`config.mk`:
```
export PLATFORM = sky130hd
export DESIGN_NAME = dct_transpose_buffer_flat
export DESIGN_NICKNAME = d
export VERILOG_FILES = /design/src/rtl/dct_pkg.sv /design/src/rtl/dct_transpose_buffer_if.sv /design/src/rtl/dct_transpose_bank.sv /design/src/rtl/dct_transpose_buffer.sv /design/src/flat_wrapper.sv
export SDC_FILE = /design/constraint.sdc
export NUM_CORES = 1
export LEC_CHECK = 0
export CORE_ASPECT_RATIO = 0.8
export CORE_MARGIN = 3
export CORE_UTILIZATION = 57
export DETAILED_ROUTE_END_ITERATION = 6
export DONT_BUFFER_PORTS = 1
export PLACE_DENSITY = 0.74
export SKIP_CTS_REPAIR_TIMING = 1
export SKIP_LAST_GASP = 1
export SLEW_MARGIN = 5
export SYNTH_ARGS = -nofsm -noshare
export SYNTH_HDL_FRONTEND = slang
export SYNTH_HIERARCHICAL = 1
export SYNTH_SLANG_ARGS = --single-unit
```
`constraint.sdc`:
```
create_clock -name i_clk -period 2.7 [get_ports i_clk]
set_input_delay 0.54 -clock i_clk [delete_from_list [all_inputs] [get_ports i_clk]]
set_output_delay 0.54 -clock i_clk [all_outputs]
set_load 0.1 [all_outputs]
```
`src/rtl/dct_pkg.sv`:
```
// Shared DCT pipeline definitions.
// Holds the block dimension, coefficient width and the state enums used by
// the transpose buffer, the DCT stages and the quantizer.
// No ports (package).
package dct_pkg;

  localparam int DCT_N  = 8;
  localparam int COEF_W = 12;

  // Life cycle of one transpose bank.
  typedef enum logic [1:0] {
    EMPTY   = 2'd0,
    FILLING = 2'd1,
    FULL    = 2'd2,
    READING = 2'd3
  } bank_state_e;

  // Column read-out sequencer.
  typedef enum logic {
    IDLE = 1'b0,
    READ = 1'b1
  } rd_state_e;

  // A bank holding an unread or in-flight block must not take new rows.
  function automatic logic bank_unwritable(input bank_state_e st);
    return (st == FULL) || (st == READING);
  endfunction

endpackage

```
`src/rtl/dct_transpose_buffer_if.sv`:
```
// Row-in / column-out bus of the DCT transpose buffer.
// Signals:
//   i_valid, i_data0..7   row strobe and row elements (column index 0..7)
//   o_ready               a row can be accepted this cycle
//   o_valid, o_data0..7   column strobe and column elements (row index 0..7)
//   o_col_idx, o_last     index of the column on o_data*, high on column 7
//   o_overflow            sticky: a row was offered while o_ready was low
// Modports: master = upstream producer / downstream consumer side,
//           slave  = the transpose buffer itself.
interface dct_transpose_buffer_if #(
  parameter int DATA_W = dct_pkg::COEF_W
);

  logic                     i_valid;
  logic signed [DATA_W-1:0] i_data0, i_data1, i_data2, i_data3;
  logic signed [DATA_W-1:0] i_data4, i_data5, i_data6, i_data7;
  logic                     o_ready;
  logic                     o_valid;
  logic signed [DATA_W-1:0] o_data0, o_data1, o_data2, o_data3;
  logic signed [DATA_W-1:0] o_data4, o_data5, o_data6, o_data7;
  logic [2:0]               o_col_idx;
  logic                     o_last;
  logic                     o_overflow;

  modport master (
    output i_valid,
    output i_data0, i_data1, i_data2, i_data3,
    output i_data4, i_data5, i_data6, i_data7,
    input  o_ready, o_valid,
    input  o_data0, o_data1, o_data2, o_data3,
    input  o_data4, o_data5, o_data6, o_data7,
    input  o_col_idx, o_last, o_overflow
  );

  modport slave (
    input  i_valid,
    input  i_data0, i_data1, i_data2, i_data3,
    input  i_data4, i_data5, i_data6, i_data7,
    output o_ready, o_valid,
    output o_data0, o_data1, o_data2, o_data3,
    output o_data4, o_data5, o_data6, o_data7,
    output o_col_idx, o_last, o_overflow
  );

endinterface

```
`src/rtl/dct_transpose_bank.sv`:
```
// One N x N coefficient store of the transpose buffer.
// A full row is written per cycle; a full column is read combinationally.
// Ports:
//   i_clk, i_rst_n  clock and asynchronous active-low reset
//   we              write enable for the row at wr_row
//   wr_row          row address (0..N-1)
//   wr_data[c]      element for column c of that row
//   rd_col          column address (0..N-1)
//   rd_data[r]      element at row r of column rd_col
module dct_transpose_bank #(
  parameter int DATA_W = 12,
  parameter int N      = 8
) (
  input  logic                     i_clk,
  input  logic                     i_rst_n,
  input  logic                     we,
  input  logic [2:0]               wr_row,
  input  logic signed [DATA_W-1:0] wr_data [N],
  input  logic [2:0]               rd_col,
  output logic signed [DATA_W-1:0] rd_data [N]
);

  logic signed [DATA_W-1:0] mem_r [N][N];

  // Row write port; cleared on reset so no block survives a reset.
  always_ff @(posedge i_clk or negedge i_rst_n) begin
    if (!i_rst_n) begin
      for (int r = 0; r < N; r++) begin
        for (int c = 0; c < N; c++) begin
          mem_r[r][c] <= {DATA_W{1'b0}};
        end
      end
    end else if (we) begin
      for (int c = 0; c < N; c++) begin
        mem_r[wr_row][c] <= wr_data[c];
      end
    end else begin
      mem_r <= mem_r;
    end
  end

  // Column read port: element r comes from row r.
  always_comb begin
    for (int r = 0; r < N; r++) begin
      rd_data[r] = mem_r[r][rd_col];
    end
  end

endmodule

```
`src/rtl/dct_transpose_buffer.sv`:
```
// Row-to-column transpose buffer between the two 1D-DCT passes.
// Collects eight rows of a block, then emits its eight columns as one
// contiguous burst; coefficients pass through unchanged.
// Ports:
//   i_clk, i_rst_n  clock and asynchronous active-low reset
//   bus             dct_transpose_buffer_if.slave (row in, column out)
// Configuration macro DCT_TRANSPOSE_PINGPONG_EN:
//   defined   -> two banks, writes alternate, filling overlaps read-out
//   undefined -> one bank, o_ready low while the block is being read out
module dct_transpose_buffer
  import dct_pkg::*;
#(
  parameter int DATA_W = COEF_W,
  parameter int N      = DCT_N
) (
  input  logic                  i_clk,
  input  logic                  i_rst_n,
  dct_transpose_buffer_if.slave bus
);

  localparam logic [2:0] LAST_IDX = 3'(N - 1);

  logic signed [DATA_W-1:0] row_data_s  [N];
  logic signed [DATA_W-1:0] col_data_s  [N];
  logic signed [DATA_W-1:0] bank0_col_s [N];

  bank_state_e bank_st_r     [2];
  bank_state_e bank_st_nxt_s [2];
  rd_state_e   rd_state_r, rd_state_nxt_s;

  logic [2:0] wr_row_r, wr_row_nxt_s;
  logic [2:0] rd_col_r, rd_col_nxt_s;
  logic       wr_bank_r, wr_bank_nxt_s;
  logic       rd_bank_r, rd_bank_nxt_s;
  logic       accept_s;
  logic       load_s;
  logic [2:0] load_col_s;
  logic       ready_r, ready_nxt_s;
  logic       overflow_r, overflow_nxt_s;

  logic                     valid_r;
  logic                     last_r;
  logic [2:0]               col_idx_r;
  logic signed [DATA_W-1:0] data_r [N];

  assign row_data_s[0] = bus.i_data0;
  assign row_data_s[1] = bus.i_data1;
  assign row_data_s[2] = bus.i_data2;
  assign row_data_s[3] = bus.i_data3;
  assign row_data_s[4] = bus.i_data4;
  assign row_data_s[5] = bus.i_data5;
  assign row_data_s[6] = bus.i_data6;
  assign row_data_s[7] = bus.i_data7;

`ifdef DCT_TRANSPOSE_PINGPONG_EN
  logic signed [DATA_W-1:0] bank1_col_s [N];

  dct_transpose_bank #(.DATA_W(DATA_W), .N(N)) u_bank0 (
    .i_clk   (i_clk),
    .i_rst_n (i_rst_n),
    .we      (accept_s && !wr_bank_r),
    .wr_row  (wr_row_r),
    .wr_data (row_data_s),
    .rd_col  (load_col_s),
    .rd_data (bank0_col_s)
  );

  dct_transpose_bank #(.DATA_W(DATA_W), .N(N)) u_bank1 (
    .i_clk   (i_clk),
    .i_rst_n (i_rst_n),
    .we      (accept_s && wr_bank_r),
    .wr_row  (wr_row_r),
    .wr_data (row_data_s),
    .rd_col  (load_col_s),
    .rd_data (bank1_col_s)
  );

  // The column being loaded always belongs to the bank the reader moves to.
  always_comb begin
    for (int r = 0; r < N; r++) begin
      col_data_s[r] = rd_bank_nxt_s ? bank1_col_s[r] : bank0_col_s[r];
    end
  end
`else
  dct_transpose_bank #(.DATA_W(DATA_W), .N(N)) u_bank0 (
    .i_clk   (i_clk),
    .i_rst_n (i_rst_n),
    .we      (accept_s),
    .wr_row  (wr_row_r),
    .wr_data (row_data_s),
    .rd_col  (load_col_s),
    .rd_data (bank0_col_s)
  );

  // Single bank: the column always comes from bank 0.
  always_comb begin
    for (int r = 0; r < N; r++) begin
      col_data_s[r] = bank0_col_s[r];
    end
  end
`endif

  // Next-state logic: read sequencer first, then the write side.  The two
  // sides never touch the same bank in one cycle, except when a new row 0
  // lands in a bank whose last column is leaving; the write then wins.
  always_comb begin
    bank_st_nxt_s  = bank_st_r;
    rd_state_nxt_s = rd_state_r;
    rd_col_nxt_s   = rd_col_r;
    rd_bank_nxt_s  = rd_bank_r;
    wr_row_nxt_s   = wr_row_r;
    wr_bank_nxt_s  = wr_bank_r;
    load_s         = 1'b0;
    load_col_s     = 3'd0;
    accept_s       = bus.i_valid && ready_r;

    case (rd_state_r)
      IDLE: begin
        if (bank_st_r[rd_bank_r] == FULL) begin
          rd_state_nxt_s           = READ;
          rd_col_nxt_s             = 3'd0;
          bank_st_nxt_s[rd_bank_r] = READING;
          load_s                   = 1'b1;
          load_col_s               = 3'd0;
        end else begin
          rd_state_nxt_s = IDLE;
        end
      end
      READ: begin
        if (rd_col_r != LAST_IDX) begin
          rd_col_nxt_s = rd_col_r + 3'd1;
          load_s       = 1'b1;
          load_col_s   = rd_col_r + 3'd1;
        end else begin
          bank_st_nxt_s[rd_bank_r] = EMPTY;
          rd_col_nxt_s             = 3'd0;
`ifdef DCT_TRANSPOSE_PINGPONG_EN
          // Banks fill in alternation, so the next block is in the other one.
          rd_bank_nxt_s = ~rd_bank_r;
          if (bank_st_r[~rd_bank_r] == FULL) begin
            bank_st_nxt_s[~rd_bank_r] = READING;
            load_s                    = 1'b1;
            load_col_s                = 3'd0;
          end else begin
            rd_state_nxt_s = IDLE;
          end
`else
          rd_state_nxt_s = IDLE;
`endif
        end
      end
      default: begin
        rd_state_nxt_s = IDLE;
      end
    endcase

    if (accept_s) begin
      if (wr_row_r == LAST_IDX) begin
        bank_st_nxt_s[wr_bank_r] = FULL;
        wr_row_nxt_s             = 3'd0;
`ifdef DCT_TRANSPOSE_PINGPONG_EN
        wr_bank_nxt_s = ~wr_bank_r;
`else
        wr_bank_nxt_s = 1'b0;
`endif
      end else begin
        bank_st_nxt_s[wr_bank_r] = FILLING;
        wr_row_nxt_s             = wr_row_r + 3'd1;
      end
    end else begin
      wr_row_nxt_s = wr_row_r;
    end

    overflow_nxt_s = overflow_r | (bus.i_valid & ~ready_r);

`ifdef DCT_TRANSPOSE_PINGPONG_EN
    // Once the last column of the write bank sits in the output registers
    // the bank holds nothing unread, so the next row may overwrite it.
    if ((bank_st_nxt_s[wr_bank_nxt_s] == READING) && (rd_state_nxt_s == READ) &&
        (rd_bank_nxt_s == wr_bank_nxt_s) && (rd_col_nxt_s == LAST_IDX)) begin
      ready_nxt_s = 1'b1;
    end else begin
      ready_nxt_s = !bank_unwritable(bank_st_nxt_s[wr_bank_nxt_s]);
    end
`else
    ready_nxt_s = !bank_unwritable(bank_st_nxt_s[wr_bank_nxt_s]);
`endif
  end

  // Control state registers.
  always_ff @(posedge i_clk or negedge i_rst_n) begin
    if (!i_rst_n) begin
      for (int b = 0; b < 2; b++) begin
        bank_st_r[b] <= EMPTY;
      end
      rd_state_r <= IDLE;
      rd_col_r   <= 3'd0;
      rd_bank_r  <= 1'b0;
      wr_row_r   <= 3'd0;
      wr_bank_r  <= 1'b0;
      ready_r    <= 1'b0;
      overflow_r <= 1'b0;
    end else begin
      bank_st_r  <= bank_st_nxt_s;
      rd_state_r <= rd_state_nxt_s;
      rd_col_r   <= rd_col_nxt_s;
      rd_bank_r  <= rd_bank_nxt_s;
      wr_row_r   <= wr_row_nxt_s;
      wr_bank_r  <= wr_bank_nxt_s;
      ready_r    <= ready_nxt_s;
      overflow_r <= overflow_nxt_s;
    end
  end

  // Output column registers; zero whenever no column is being presented.
  always_ff @(posedge i_clk or negedge i_rst_n) begin
    if (!i_rst_n) begin
      valid_r   <= 1'b0;
      last_r    <= 1'b0;
      col_idx_r <= 3'd0;
      for (int r = 0; r < N; r++) begin
        data_r[r] <= {DATA_W{1'b0}};
      end
    end else begin
      valid_r   <= load_s;
      last_r    <= load_s && (load_col_s == LAST_IDX);
      col_idx_r <= load_s ? load_col_s : 3'd0;
      for (int r = 0; r < N; r++) begin
        data_r[r] <= load_s ? col_data_s[r] : {DATA_W{1'b0}};
      end
    end
  end

  assign bus.o_ready    = ready_r;
  assign bus.o_overflow = overflow_r;
  assign bus.o_valid    = valid_r;
  assign bus.o_last     = last_r;
  assign bus.o_col_idx  = col_idx_r;
  assign bus.o_data0    = data_r[0];
  assign bus.o_data1    = data_r[1];
  assign bus.o_data2    = data_r[2];
  assign bus.o_data3    = data_r[3];
  assign bus.o_data4    = data_r[4];
  assign bus.o_data5    = data_r[5];
  assign bus.o_data6    = data_r[6];
  assign bus.o_data7    = data_r[7];

endmodule

```
`src/flat_wrapper.sv`:
```
// flat-port wrapper written by rule: the top's interface ports become plain ports
module dct_transpose_buffer_flat import dct_pkg::*;
#(
  parameter int DATA_W = COEF_W,
  parameter int N      = DCT_N
)
  (i_clk, i_rst_n, bus_i_valid, bus_i_data0, bus_i_data1, bus_i_data2, bus_i_data3, bus_i_data4, bus_i_data5, bus_i_data6, bus_i_data7, bus_o_ready, bus_o_valid, bus_o_data0, bus_o_data1, bus_o_data2, bus_o_data3, bus_o_data4, bus_o_data5, bus_o_data6, bus_o_data7, bus_o_col_idx, bus_o_last, bus_o_overflow);
  dct_transpose_buffer_if #(.DATA_W(DATA_W)) bus_i ();
  input  logic i_clk;
  input  logic i_rst_n;
  input wire logic [$bits(bus_i.i_valid)-1:0] bus_i_valid;
  input wire logic [$bits(bus_i.i_data0)-1:0] bus_i_data0;
  input wire logic [$bits(bus_i.i_data1)-1:0] bus_i_data1;
  input wire logic [$bits(bus_i.i_data2)-1:0] bus_i_data2;
  input wire logic [$bits(bus_i.i_data3)-1:0] bus_i_data3;
  input wire logic [$bits(bus_i.i_data4)-1:0] bus_i_data4;
  input wire logic [$bits(bus_i.i_data5)-1:0] bus_i_data5;
  input wire logic [$bits(bus_i.i_data6)-1:0] bus_i_data6;
  input wire logic [$bits(bus_i.i_data7)-1:0] bus_i_data7;
  output wire logic [$bits(bus_i.o_ready)-1:0] bus_o_ready;
  output wire logic [$bits(bus_i.o_valid)-1:0] bus_o_valid;
  output wire logic [$bits(bus_i.o_data0)-1:0] bus_o_data0;
  output wire logic [$bits(bus_i.o_data1)-1:0] bus_o_data1;
  output wire logic [$bits(bus_i.o_data2)-1:0] bus_o_data2;
  output wire logic [$bits(bus_i.o_data3)-1:0] bus_o_data3;
  output wire logic [$bits(bus_i.o_data4)-1:0] bus_o_data4;
  output wire logic [$bits(bus_i.o_data5)-1:0] bus_o_data5;
  output wire logic [$bits(bus_i.o_data6)-1:0] bus_o_data6;
  output wire logic [$bits(bus_i.o_data7)-1:0] bus_o_data7;
  output wire logic [$bits(bus_i.o_col_idx)-1:0] bus_o_col_idx;
  output wire logic [$bits(bus_i.o_last)-1:0] bus_o_last;
  output wire logic [$bits(bus_i.o_overflow)-1:0] bus_o_overflow;
  assign bus_i.i_valid = bus_i_valid;
  assign bus_i.i_data0 = bus_i_data0;
  assign bus_i.i_data1 = bus_i_data1;
  assign bus_i.i_data2 = bus_i_data2;
  assign bus_i.i_data3 = bus_i_data3;
  assign bus_i.i_data4 = bus_i_data4;
  assign bus_i.i_data5 = bus_i_data5;
  assign bus_i.i_data6 = bus_i_data6;
  assign bus_i.i_data7 = bus_i_data7;
  assign bus_o_ready = bus_i.o_ready;
  assign bus_o_valid = bus_i.o_valid;
  assign bus_o_data0 = bus_i.o_data0;
  assign bus_o_data1 = bus_i.o_data1;
  assign bus_o_data2 = bus_i.o_data2;
  assign bus_o_data3 = bus_i.o_data3;
  assign bus_o_data4 = bus_i.o_data4;
  assign bus_o_data5 = bus_i.o_data5;
  assign bus_o_data6 = bus_i.o_data6;
  assign bus_o_data7 = bus_i.o_data7;
  assign bus_o_col_idx = bus_i.o_col_idx;
  assign bus_o_last = bus_i.o_last;
  assign bus_o_overflow = bus_i.o_overflow;
  dct_transpose_buffer #(.DATA_W(DATA_W), .N(N)) u_core (.i_clk(i_clk), .i_rst_n(i_rst_n), .bus(bus_i));
endmodule
```
Word level (Yosys, flattened, before mapping)

Index checks and enable logic that the tools add are counted.

Bits in registers: 882
Input bits: 99
Output and inout bits: 103
Word-level logic and storage cells: 194

$add $sub $neg: 2
$lt $le $gt $ge: 6
Equal/unequal tests: 7
Mux-type cells: 77
Bitwise operators: 14
Reduce and logical (&&, ||, !) cells: 6

Operator list:

| kind                                                           | number |
|---|---|
| 768-bit bitwise mux                                            | 8 |
| 96-bit demux with 3-bit select                                 | 8 |
| 12-bit two-way mux                                             | 25 |
| 12-bit binary-select mux with 3-bit select                     | 8 |
| 96-bit two-way mux                                             | 1 |
| 84-bit two-way mux                                             | 1 |
| 72-bit two-way mux                                             | 1 |
| 60-bit two-way mux                                             | 1 |
| 48-bit two-way mux                                             | 1 |
| 36-bit two-way mux                                             | 1 |
| 24-bit two-way mux                                             | 1 |
| 4-bit two-way mux                                              | 4 |
| 3-bit two-way mux                                              | 4 |
| 3-bit one-hot mux with 2 select lines                          | 2 |
| 4-bit >= comparator (second input constant)                    | 2 |
| 2-bit two-way mux                                              | 4 |
| 3-bit NOT with 4-bit output                                    | 2 |
| 4-bit one-hot mux with 2 select lines                          | 1 |
| 3-bit by 1-bit adder with 3-bit output (second input constant) | 2 |
| 2-bit == test (second input constant)                          | 3 |
| 3-bit == test (second input constant)                          | 2 |
| 2-bit bitwise AND                                              | 2 |
| 2-bit >= comparator (second input constant)                    | 2 |
| 1-bit logical AND                                              | 4 |
| other kinds (15)                                               | 22 |

Longest topological paths before layout

Gate-level depths: netlist of the first run.

Depth in word-level cells: 15
Gate-level depth with buffers: 10
Depth with buffers taken out: 7

Modules after synthesis

Netlist of the first run, hierarchy kept.

By module, submodules not included:

| module               | instances | cells each | area each (um^2) | seq. area each (um^2) |
|---|---|---|---|---|
| dct_transpose_bank   | 1         | 1,973      | 34,229.1         | 19,218.4 |
| dct_transpose_buffer | 1         | 259        | 3,786.1          | 2,827.7 |

Worst setup path before layout of the first run

OpenSTA, ideal clock, no wires.

Path kind: reg2reg
Start: register u_core/bus.o_valid (netlist name)
End: register u_core.data_r, in the netlist u_core/bus.o_data7[10]
Setup time: 119 ps
Arrival time: 2,793 ps
Data required time: 2,581 ps
Setup slack: -212 ps
Stages on the path, launching flop included: 9
Buffers on the path: 3
Clock period less this slack: 2,912 ps
Cells stage by stage: dfrtp_1 -> nand2b_1 -> nor2_1 -> clkbuf_1 -> buf_6 -> buf_6 -> mux4_2 -> mux2_2 -> and2_1

RTL lines:

| item                          | line                        | source |
|---|---|---|
| end signal, assigned by index | dct_transpose_buffer.sv:222 | `data_r[r] <= {DATA_W{1'b0}};` |
| end signal, assigned by index | dct_transpose_buffer.sv:229 | `data_r[r] <= load_s ? col_data_s[r] : {DATA_W{1'b0}};` |
| end, declared                 | dct_transpose_buffer.sv:44  | `logic signed [DATA_W-1:0] data_r [N];` |

==> tab_implementation.tex, run 1 <==
\begin{tabular}{lr}
\hline
Metric & Value \\
\hline
\multicolumn{2}{l}{\textbf{Synth}} \\
Top cell types by occurrence after synthesis & sky130\_fd\_sc\_hd\_\_dfrtp\_1 (881), sky130\_fd\_sc\_hd\_\_mux2\_2 (829), sky130\_fd\_sc\_hd\_\_mux4\_2 (192) \\
Number of cells produced by synthesis & 2232 \\
Most used standard cell by instance count after synthesis & sky130\_fd\_sc\_hd\_\_dfrtp\_1 \\
EDFF count, synth & 0 \\
Synth warnings & 6 \\
Prevailing post-synth register cell & sky130\_fd\_sc\_hd\_\_dfrtp\_1 \\
Number of distinct library cells after synthesis & 30 \\
Largest area contributor in the netlist & sky130\_fd\_sc\_hd\_\_dfrtp\_1 \\
Proportion of synthesized flip-flops having asynchronous set or reset & 1.00 \\
Seq/Total Area, Yosys & 0.580 \\
Synth top area cells & sky130\_fd\_sc\_hd\_\_dfrtp\_1 (58\%), sky130\_fd\_sc\_hd\_\_mux2\_2 (25\%), sky130\_fd\_sc\_hd\_\_mux4\_2 (11\%), sky130\_fd\_sc\_hd\_\_and2\_1 (1.6\%), sky130\_fd\_sc\_hd\_\_mux2\_1 (1.2\%) \\
Post-Synthesis Cell Area & around 0.038 mm2 \\
Mapped Avg Cell Area & roughly 17 um2 \\
Flip-flop and latch count after synthesis & $\sim$880 \\
Synth top area share & 0.580 \\
Post-synthesis net count & 2335 \\
\multicolumn{2}{l}{\textbf{Worst setup path}} \\
Category of the critical setup timing path & reg -> reg \\
Critical path launch point & u\_core/rd\_col\_r[1]\$\_DFFE\_PN0P\_ \\
Endpoint arrival time on the critical path & 3.25 ns \\
Most common cell type on the critical path & sky130\_fd\_sc\_hd\_\_buf\_16 \\
R2R depth & 11 \\
Critical Path Start Type & register \\
Slowest cell on crit path & sky130\_fd\_sc\_hd\_\_mux4\_2 \\
Endpoint required time on the critical path & 3.21 ns \\
Critical Path Max Stage Delay & 0.57 ns \\
Crit-path max FO & 8 \\
List of cells traversed by the critical path & ha\_2, ha\_4, nand2b\_4, nor2\_4, buf\_12, buf\_16, buf\_16, buf\_6, mux4\_2, mux2\_4, and2\_4 \\
End of the worst register-to-register path & u\_core/bus.o\_data6[10]\$\_DFF\_PN0\_ \\
Startpoint of the lowest-slack register-to-register path & u\_core/rd\_col\_r[1]\$\_DFFE\_PN0P\_ \\
Endpoint kind of the worst setup timing path & register \\
Termination of the worst setup path & u\_core/bus.o\_data6[10]\$\_DFF\_PN0\_ \\
Worst setup slack for register-to-register paths & -0.04 ns \\
\multicolumn{2}{l}{\textbf{Power}} \\
Leakage power & 18.5 nW \\
Sequential share of power & 0.454 \\
Sw Share & 0.327 \\
Internal & 37.0 mW \\
Part of the power in combinational logic & 0.321 \\
Net switching power of the design & 18.0 mW \\
Clock power share & 0.225 \\
Worst VDD drop & 972 uV \\
PwrDens & 1270 mW/mm2 \\
\multicolumn{2}{l}{\textbf{Timing}} \\
Number of setup violations in the final report & 7 \\
Maximum clock frequency & 365 MHz \\
PnR worst setup slack & -0.0425 ns \\
Final period util & 1.02 \\
Final Hold Vio Count & 243 \\
Slew @ Worst Pin & 3.45 ns \\
Time the worst path needs with I/O delays and setup & 2.74 ns \\
Worst clock skew on the final layout & 0.0152 ns \\
Number of max-slew violations in the final report & $\sim$650 \\
Unrepaired setup endpoints after global routing & yes \\
Worst slew margin relative to its limit & -1.30 \\
Worst Hold Margin & -0.377 ns \\
\multicolumn{2}{l}{\textbf{Cells and area}} \\
Sequential cell area & 0.0220 mm2 \\
Multi-input gate area & about 0.015 mm2 \\
Fraction of layout cells with a size suffix above 1 & 0.557 \\
Final \#Nets & between 2000 and 2500 \\
Layout overhead on the synthesized area & 13.4\% \\
Final standard cell area without fillers & 0.0431 mm2 \\
Filler Cell Count & about 4500 \\
\multicolumn{2}{l}{\textbf{Routing}} \\
First-pass iteration count of the detailed router & 5 \\
Number of remaining DRC errors & 0 \\
Initial detailed-routing violation count & 1297 \\
Vias & 20100 \\
Average vias per placed instance & $\sim$6.2 \\
DRT antenna net count & 0 \\
Routed WL per cell & just under 30 um \\
Routed wire length & approximately 94000 um \\
\multicolumn{2}{l}{\textbf{Floorplanning}} \\
Total core area & around 0.066 mm2 \\
Ports placed on the boundary & 202 \\
Floorplan row count & 84 \\
Area of the die & 0.0698 mm2 \\
Initial Utilization & 0.577 \\
Die extent in x & about 300 um \\
Die height & 237 um \\
\multicolumn{2}{l}{\textbf{Clock network}} \\
Total number of clock tree sinks & 881 \\
Clock slew at the register clock pins of the worst setup and hold paths & roughly 0.06 ns \\
Number of buffers inserted during clock tree synthesis & 84 \\
Buffer depth of the longest clock path & 3 \\
Deepest level of the CTS H-tree & 3 \\
Clock insertion delay at the later pin of the skew report & 0.62 ns \\
Clk root buf & sky130\_fd\_sc\_hd\_\_clkbuf\_16 \\
CTS tree & yes \\
\multicolumn{2}{l}{\textbf{GRT}} \\
First-pass GRT wire length & 141000 um \\
Sum of overflow across all layers after global routing & 0 \\
Number of antenna violations at the first check in global routing & 2 \\
Largest net degree at the start of global routing & 882 \\
Tot GR Track Use & 0.270 \\
Vias in the first global route & about 22000 \\
\multicolumn{2}{l}{\textbf{Placed design}} \\
Port-buffer cells & 0 \\
Placed wire-length estimate after detailed placement & 60500 um \\
Cell area after placement & 0.0398 mm2 \\
Global placement routability congestion & 0.815 \\
\multicolumn{2}{l}{\textbf{Worst hold path}} \\
Worst hold path type & in -> async \\
\multicolumn{2}{l}{\textbf{Status}} \\
Failing checks & hold timing, slew limit, setup timing \\
Run status & finished, violations left \\
\multicolumn{2}{l}{\textbf{Job}} \\
Max-cap violations & 0 \\
\hline
\end{tabular}
==> registers in the layout (all words and copies together), names as in the netlist, 3 cells and up <==
signal,flops
u_core/bus.o_data0,12
u_core/bus.o_data3,12
u_core/bus.o_data7,12
u_core/bus.o_data5,12
u_core/bus.o_data2,12
u_core/u_bank0/mem_r,768
u_core/bus.o_data6,12
u_core/bus.o_data4,12
u_core/bus.o_col_idx,3
u_core/bus.o_data1,12
u_core/bank_st_r,3
u_core/wr_row_r,3
u_core/rd_col_r,3
==> metal layers <==
layer	global-route usage	up-vias	share of wire
met5	0	-	0.000085
li1	-	8455	-
met2	0.456	471	0.50
met4	0.0742	2	0.025
met3	0.0684	144	0.063
met1	0.348	11000	0.41
==> layout make-up <==
class                      instances  share of cell area
clock buffer                     124              0.0581
inverter                           2            0.000174
tap                              860              0.0250
sequential                       881               0.512
multi-input combinational       1198               0.351
timing repair buffer             160              0.0446
clock inverter                    26             0.00917
antenna                            1           0.0000581
==> worst min-delay path by stage <==
stage | from | end | depth (start not counted)
2_1_floorplan | i_rst_n | u_core/bank_st_r[1]$_DFF_PN0_ | 0
3_3_place_gp | i_rst_n | u_core/u_bank0/mem_r[161]$_DFFE_PN0P_ | 0
3_5_place_dp | i_rst_n | u_core/u_bank0/mem_r[65]$_DFFE_PN0P_ | 0
4_1_cts | i_rst_n | u_core/u_bank0/mem_r[65]$_DFFE_PN0P_ | 0
5_1_grt | i_rst_n | u_core/u_bank0/mem_r[161]$_DFFE_PN0P_ | 0
6_report | i_rst_n | u_core/u_bank0/mem_r[161]$_DFFE_PN0P_ | 0
==> layout by cell type, fill, tap and decap left out, types with 18 or more instances in the layout <==
master,instances
sky130_fd_sc_hd__dfrtp_1,879
sky130_fd_sc_hd__mux2_2,822
sky130_fd_sc_hd__mux4_2,192
sky130_fd_sc_hd__buf_4,103
sky130_fd_sc_hd__clkbuf_16,91
sky130_fd_sc_hd__and2_1,91
sky130_fd_sc_hd__buf_12,44
sky130_fd_sc_hd__mux2_1,40
sky130_fd_sc_hd__clkbuf_8,19
sky130_fd_sc_hd__clkbuf_1,18
==> power groups by stage <==
| stage | Sequential [mW] | Clock, mW | Combinational [mW] |
|---|---|---|---|
| 3_3_place_gp | 24.5 | 0 | 16.6 |
| 4_1_cts | 24.9 | 12.6 | 17.3 |
| 5_1_grt | 25.6 | 13.2 | 18.6 |
| 6_report | 24.9 | 12.4 | 17.6 |
| 3_5_place_dp | 25.0 | 0 | 17.2 |
| 2_1_floorplan | 25.4 | 0 | 11.8 |
==> through the flow <==
stage	util	power [mW]	setup WS (ns)	std cells	setup TNS, ns
after floorplan	-	37.2	0.0372	2232	0
after global routing	0.654	57.4	-0.0748	3251	-1.05
after global placement	0.604	41.2	-0.00811	3080	-0.00811
after CTS	0.648	54.8	-0.0478	3230	-0.518
final	0.654	54.9	-0.0425	3252	-0.0907
after detailed placement	0.604	42.2	-0.0440	3080	-0.305
==> cell families (layout without fill, tap and decap cells) <==
group	Yosys count	after routing	share of synthesized area
DFF	881	881	0.580
adders and majority gates	4	4	0.00132
buffers and inverters	153	312	0.0249
other	0	1	0
AOI/OAI and AO/OA	10	10	0.00207
muxes	1061	1061	0.371
and+or+nand+nor	123	123	0.0206
==> critical path, delay by kind of cell, from the launching register on <==
family,cells,cell delay (ns)
simple gates,3,0.42
flops,1,0.38
fa+ha+maj,2,0.37
mux,2,0.88
buf+inv,4,0.55
No activity file was read; power rests on OpenSTA's default activity.
==> inputs of run 2 (changes only) <==
- CORE_UTILIZATION: 57 -> 61
- CTS_BUF_LIST: unset -> sky130_fd_sc_hd__clkbuf_4 sky130_fd_sc_hd__clkbuf_8 sky130_fd_sc_hd__clkbuf_16
- CTS_CLUSTER_SIZE: unset -> 16
- PLACE_DENSITY: 0.74 -> 0.76
- clock period: 2.7 -> 2.8 ns (I/O delays scaled with it)
==> run 2 against run 1 <==
The flow still finishes with violations (hold timing, slew limit, setup timing). Critical path depth is 11 lower. Clock-buffer cell count shrank 4. Die area down 6.4%. Total power is 4.7% lower. Clock skew up 0.014 ns. Worst setup slack got worse by 0.34 ns. Final area fell by 1.5%. Critical endpoint is now u_core/bus.o_valid$_DFF_PN0_. Highest routed layer is now met4.
==> tab_implementation.tex, run 2 (same netlist as run 1, synthesis figures left out) <==
\begin{tabular}{lr}
\hline
Metric & Value \\
\hline
\multicolumn{2}{l}{\textbf{Status}} \\
Run status & finished, violations left \\
Failing checks & hold timing, slew limit, setup timing \\
\multicolumn{2}{l}{\textbf{Placed design}} \\
Global placement routability congestion & 0.794 (-2.6\%) \\
Placed wire-length estimate after detailed placement & 59700 um (-1.3\%) \\
Port-buffer cells & 0 (unchanged) \\
\multicolumn{2}{l}{\textbf{Timing}} \\
Number of max-slew violations in the final report & 779 (+20\%) \\
Maximum clock frequency & 314 MHz \\
Time the worst path needs with I/O delays and setup & $\sim$3.2 ns \\
Final Hold Vio Count & 103 (-58\%) \\
Worst clock skew on the final layout & 0.0295 ns (+0.0142 ns) \\
PnR worst setup slack & -0.381 ns (-0.339 ns) \\
Final period util & 1.14 \\
Unrepaired setup endpoints after global routing & no \\
Slew @ Worst Pin & 4.18 ns (+0.735 ns) \\
Number of setup violations in the final report & 243 (+236) \\
Aggregate negative setup slack & -12.76 ns (-12.67 ns) \\
Worst slew margin relative to its limit & -1.79 (-0.490) \\
Worst Hold Margin & -0.368 ns (+0.00969 ns) \\
\multicolumn{2}{l}{\textbf{Floorplanning}} \\
Die extent in x & 285 um (-3.3\%) \\
Floorplan row count & 81 (-3.6\%) \\
Ports placed on the boundary & 202 (unchanged) \\
Die height & 229 um (-3.2\%) \\
Area of the die & 0.0654 mm2 (-6.4\%) \\
Initial Utilization & 0.619 (+0.0421) \\
Total core area & 0.0614 mm2 (-6.8\%) \\
\multicolumn{2}{l}{\textbf{Worst setup path}} \\
Critical path depth in cells & 0 (-11) \\
Startpoint of the lowest-slack register-to-register path & u\_core/rd\_col\_r[0]\$\_DFFE\_PN0P\_ \\
R2R depth & 10 (-1) \\
Worst setup slack for register-to-register paths & 0.08 ns (+0.12 ns) \\
Endpoint required time on the critical path & 2.25 ns (-0.96 ns) \\
Termination of the worst setup path & u\_core/bus.o\_valid\$\_DFF\_PN0\_ \\
Endpoint arrival time on the critical path & 2.63 ns (-0.62 ns) \\
Category of the critical setup timing path & in -> async \\
End of the worst register-to-register path & u\_core/bus.o\_data7[7]\$\_DFF\_PN0\_ \\
Critical Path Start Type & input port \\
Endpoint kind of the worst setup timing path & asynchronous set/reset pin \\
Critical path launch point & i\_rst\_n \\
Crit-path max FO & 881 (+873) \\
\multicolumn{2}{l}{\textbf{Cells and area}} \\
Final \#Nets & 2386 (-1.8\%) \\
Max FFs per register & 768 (unchanged) \\
Layout overhead on the synthesized area & 11.7\% \\
Most common library cell in the layout ignoring fill and taps & sky130\_fd\_sc\_hd\_\_dfrtp\_1 \\
Register bank with the most flops & u\_core/u\_bank0/mem\_r \\
Diodes inserted & 0 (-1) \\
Fraction of layout cells with a size suffix above 1 & 0.553 (-0.00405) \\
Multi-input gate area & 0.0151 mm2 (-0.36\%) \\
Commonest cells after routing, fill and taps aside & sky130\_fd\_sc\_hd\_\_dfrtp\_1 (880), sky130\_fd\_sc\_hd\_\_mux2\_2 (829), sky130\_fd\_sc\_hd\_\_mux4\_2 (192), sky130\_fd\_sc\_hd\_\_and2\_1 (96), sky130\_fd\_sc\_hd\_\_clkbuf\_16 (91) \\
Sequential cell area & 0.0220 mm2 (about the same) \\
Filler Cell Count & 4085 (-8.5\%) \\
\multicolumn{2}{l}{\textbf{GRT}} \\
Vias in the first global route & 21500 (-2.0\%) \\
First-pass GRT wire length & 140000 um (-1.1\%) \\
Tot GR Track Use & 0.286 (+0.0166) \\
Number of antenna violations at the first check in global routing & 1 (-1) \\
Largest net degree at the start of global routing & 882 (unchanged) \\
Sum of overflow across all layers after global routing & 0 (unchanged) \\
\multicolumn{2}{l}{\textbf{Job}} \\
Max-cap violations & 0 (unchanged) \\
\multicolumn{2}{l}{\textbf{Clock network}} \\
Clock insertion delay at the later pin of the skew report & 0.64 ns (+0.02 ns) \\
Clk root buf & sky130\_fd\_sc\_hd\_\_clkbuf\_16 \\
Total number of clock tree sinks & 881 (unchanged) \\
Number of buffers inserted during clock tree synthesis & 85 (+1.2\%) \\
Clock slew at the register clock pins of the worst setup and hold paths & 0.06 ns (about the same) \\
CTS tree & yes \\
Buffer depth of the longest clock path & 3 (unchanged) \\
Deepest level of the CTS H-tree & 3 (unchanged) \\
\multicolumn{2}{l}{\textbf{Routing}} \\
Routed wire length & 92600 um (-1.3\%) \\
DRT antenna net count & 0 (unchanged) \\
Number of remaining DRC errors & 0 (unchanged) \\
Routed WL per cell & 29.1 um (+1.0\%) \\
Vias & 19800 (-1.3\%) \\
First-pass iteration count of the detailed router & 4 (-1) \\
Initial detailed-routing violation count & 1338 (+3.2\%) \\
Average vias per placed instance & 6.24 (+1.1\%) \\
\multicolumn{2}{l}{\textbf{Power}} \\
Worst VDD drop & 1050 uV (+8.1\%) \\
PwrDens & 1230 mW/mm2 (-3.2\%) \\
Sequential share of power & 0.465 (+0.011) \\
Clock power share & 0.226 (about the same) \\
Net switching power of the design & 17.2 mW (-4.3\%) \\
Internal & 35.2 mW (-4.9\%) \\
Part of the power in combinational logic & 0.308 (-0.013) \\
Sw Share & 0.328 (+0.00134) \\
Leakage power & 18.2 nW (-1.6\%) \\
PnR Total Power & 52.4 mW (-4.7\%) \\
\multicolumn{2}{l}{\textbf{Worst hold path}} \\
Worst hold path type & in -> async \\
\hline
\end{tabular}
## run 2: changes by cell type in the layout (fill, tap and decap cells not counted), sizes merged
cell      change
buf          -44
clkinv        +6
clkbuf        -5
bufinv        -3
clkinvlp      +1
diode         -1
inv           +1
## run 2: cell type report
type                       instances  area share
sequential                       881       0.519
multi-input combinational       1198       0.356
clock buffer                     120      0.0600
timing repair buffer             115      0.0319
tap                              830      0.0245
clock inverter                    31     0.00863
inverter                           2    0.000177
## run 2: how the worst min path moves through the flow
stage | to | cells after the start
2_1_floorplan | u_core/bank_st_r[1]$_DFF_PN0_ | 0
3_3_place_gp | u_core/u_bank0/mem_r[185]$_DFFE_PN0P_ | 0
3_5_place_dp | u_core/u_bank0/mem_r[185]$_DFFE_PN0P_ | 0
4_1_cts | u_core/u_bank0/mem_r[185]$_DFFE_PN0P_ | 0
5_1_grt | u_core/u_bank0/mem_r[185]$_DFFE_PN0P_ | 0
6_report | u_core/u_bank0/mem_r[185]$_DFFE_PN0P_ | 0
## run 2: routing by layer
metal / vias to the layer above / wire length, um / global-route usage
li1: 8369 / - / -
met1: 10800 / 37900 / 0.378
met5: - / 0 / 0
met3: 141 / 6760 / 0.0886
met2: 496 / 45100 / 0.462
met4: 0 / 2800 / 0.0860
## run 2: power by group through the flow
stage | sequential, mW | clock (mW) | combinational, mW
after global routing | 25.0 | 12.6 | 17.1
after global placement | 24.0 | 0 | 15.5
after CTS | 24.3 | 12.1 | 16.1
after floorplan | 24.5 | 0 | 11.4
after detailed placement | 24.4 | 0 | 16.0
final | 24.4 | 11.8 | 16.1
## run 2: metrics by stage
step | setup WS (ns) | utilization | instance area [um2] | instances
3_3_place_gp | 0.0330 | 0.641 | 39400 | 3019
4_1_cts | -0.0251 | 0.689 | 42300 | 3170
6_report | -0.381 | 0.691 | 42500 | 3177
2_1_floorplan | 0.0425 | - | 38000 | 2232
3_5_place_dp | -0.00805 | 0.641 | 39400 | 3019
5_1_grt | 0.0197 | 0.691 | 42500 | 3177
==> edit (settings of run 1) <==
`COEF_W`: 12 -> 6.
--- a/src/rtl/dct_pkg.sv
+++ b/src/rtl/dct_pkg.sv
@@ -7,3 +7,3 @@
   localparam int DCT_N  = 8;
-  localparam int COEF_W = 12;
+  localparam int COEF_W = 6;
 
Interface: changed (16 resized); port bits go from 202 to 106. The function was not compared with the original's and may differ.
==> edit against run 1 <==
  * The flow finishes with violations (hold timing)
  * Setup slack improved by 0.13 ns
  * Cell area decreased by 49%
  * Sequential cell count shrank 432
  * Wire length decreased by 54%
  * Count of clock-buffer cells in the layout fell by 57
  * Synthesized area shrank 48%
  * Sequential power fell by 47%
  * Total power is 51% lower
  * Worst hold slack better by 0.053 ns
  * Critical path type unchanged
  * Highest routed layer is now met4
==> edit: results (changes against run 1) <==
Routing
  – Drt wl/cell: 25.9 um (was 28.8 um)
  – First-pass DRT Iterations: 4 (was 5)
  – Initial DRC Count: 736 (was 1297)

Layout
  – FF/Latch Area: 11200 sq um (was 22000 sq um)
  – Clock-cell share: 6.47% (was 6.73%)
  – Multi-input combinational area share: 36.3% (was 35.1%)
  – Layout non-clock buf frac: 3.23% (was 4.46%)
  – Layout fillers: 2364 (was 4465)
  – Number of inserted diodes: 0 (was 1)

Synth
  – Synth Area in Compound Gates: 0.402% (was 0.207%)
  – Synth area leaders: dfrtp_1 57%, mux2_2 14%, mux4_2 9.5%, mux2_1 9.2%, mux2_4 3.1% (was dfrtp_1 58%, mux2_2 25%, mux4_2 11%, and2_1 1.6%, mux2_1 1.2%)
  – Commonest cells post-synth: 449 x dfrtp_1, 237 x mux2_2, 160 x mux2_1 (was 881 x dfrtp_1, 829 x mux2_2, 192 x mux4_2)

STA
  – Fin Hold WS: -0.324 ns (was -0.377 ns)
  – Tightest Pin Transition: 1.04 ns (was 3.45 ns)
  – Count of final hold-check violations: 449 (was 243)
  – Worst clock skew: 0.0230 ns (was 0.0152 ns)

Status
  – Violated checks: hold timing (was hold timing, slew limit, setup timing)
  – Outcome: finished with violations (unchanged)

Global route
  – Met2 Use GR: 34.7% (was 45.6%)
  – Vias in the first global route: 10522 (was 21934)
  – Initial antenna violation count: 1 (was 2)

Place
  – DP HPWL: 26200 um (was 60500 um)
  – Placer Congestion: 0.757 (was 0.815)

Clock network
  – Total CTS buffers: 44 (was 84)

Worst setup path
  – R2R depth: 10 (was 11)
  – Slowest cell on the critical path: mux4_1 (was mux4_2)
  – Reg2Reg Setup Slack: 0.09 ns (was -0.04 ns)

Power and ir drop
  – Switching share of power: 32.9% (was 32.7%)
  – Flop pwr share: 48.4% (was 45.4%)
## edit: cell types whose count changed after synthesis, sizes merged
| cell | before | now |
|---|---|---|
| and4bb | 0 | 3 |
| clkbuf | 18 | 13 |
| and2 | 98 | 50 |
| nor4bb | 3 | 0 |
| buf | 133 | 59 |
| mux4 | 192 | 96 |
| mux2 | 869 | 437 |
| dfrtp | 881 | 449 |
## edit: per-stage QoR
stage | utilization (%) | setup WS [ns] | instances | instance area, sq um | hold slack [ns]
final | 64.6 | 0.0918 | 1649 | 21800 | -0.324
after global routing | 64.6 | 0.0123 | 1649 | 21800 | -0.348
after CTS | 64.3 | 0.00791 | 1642 | 21700 | -0.342
after detailed placement | 60.1 | 0.0184 | 1561 | 20300 | 0.260
after global placement | 60.1 | 0.0640 | 1561 | 20300 | 0.258
after floorplan | - | 0.0354 | 1145 | 19600 | 0.244
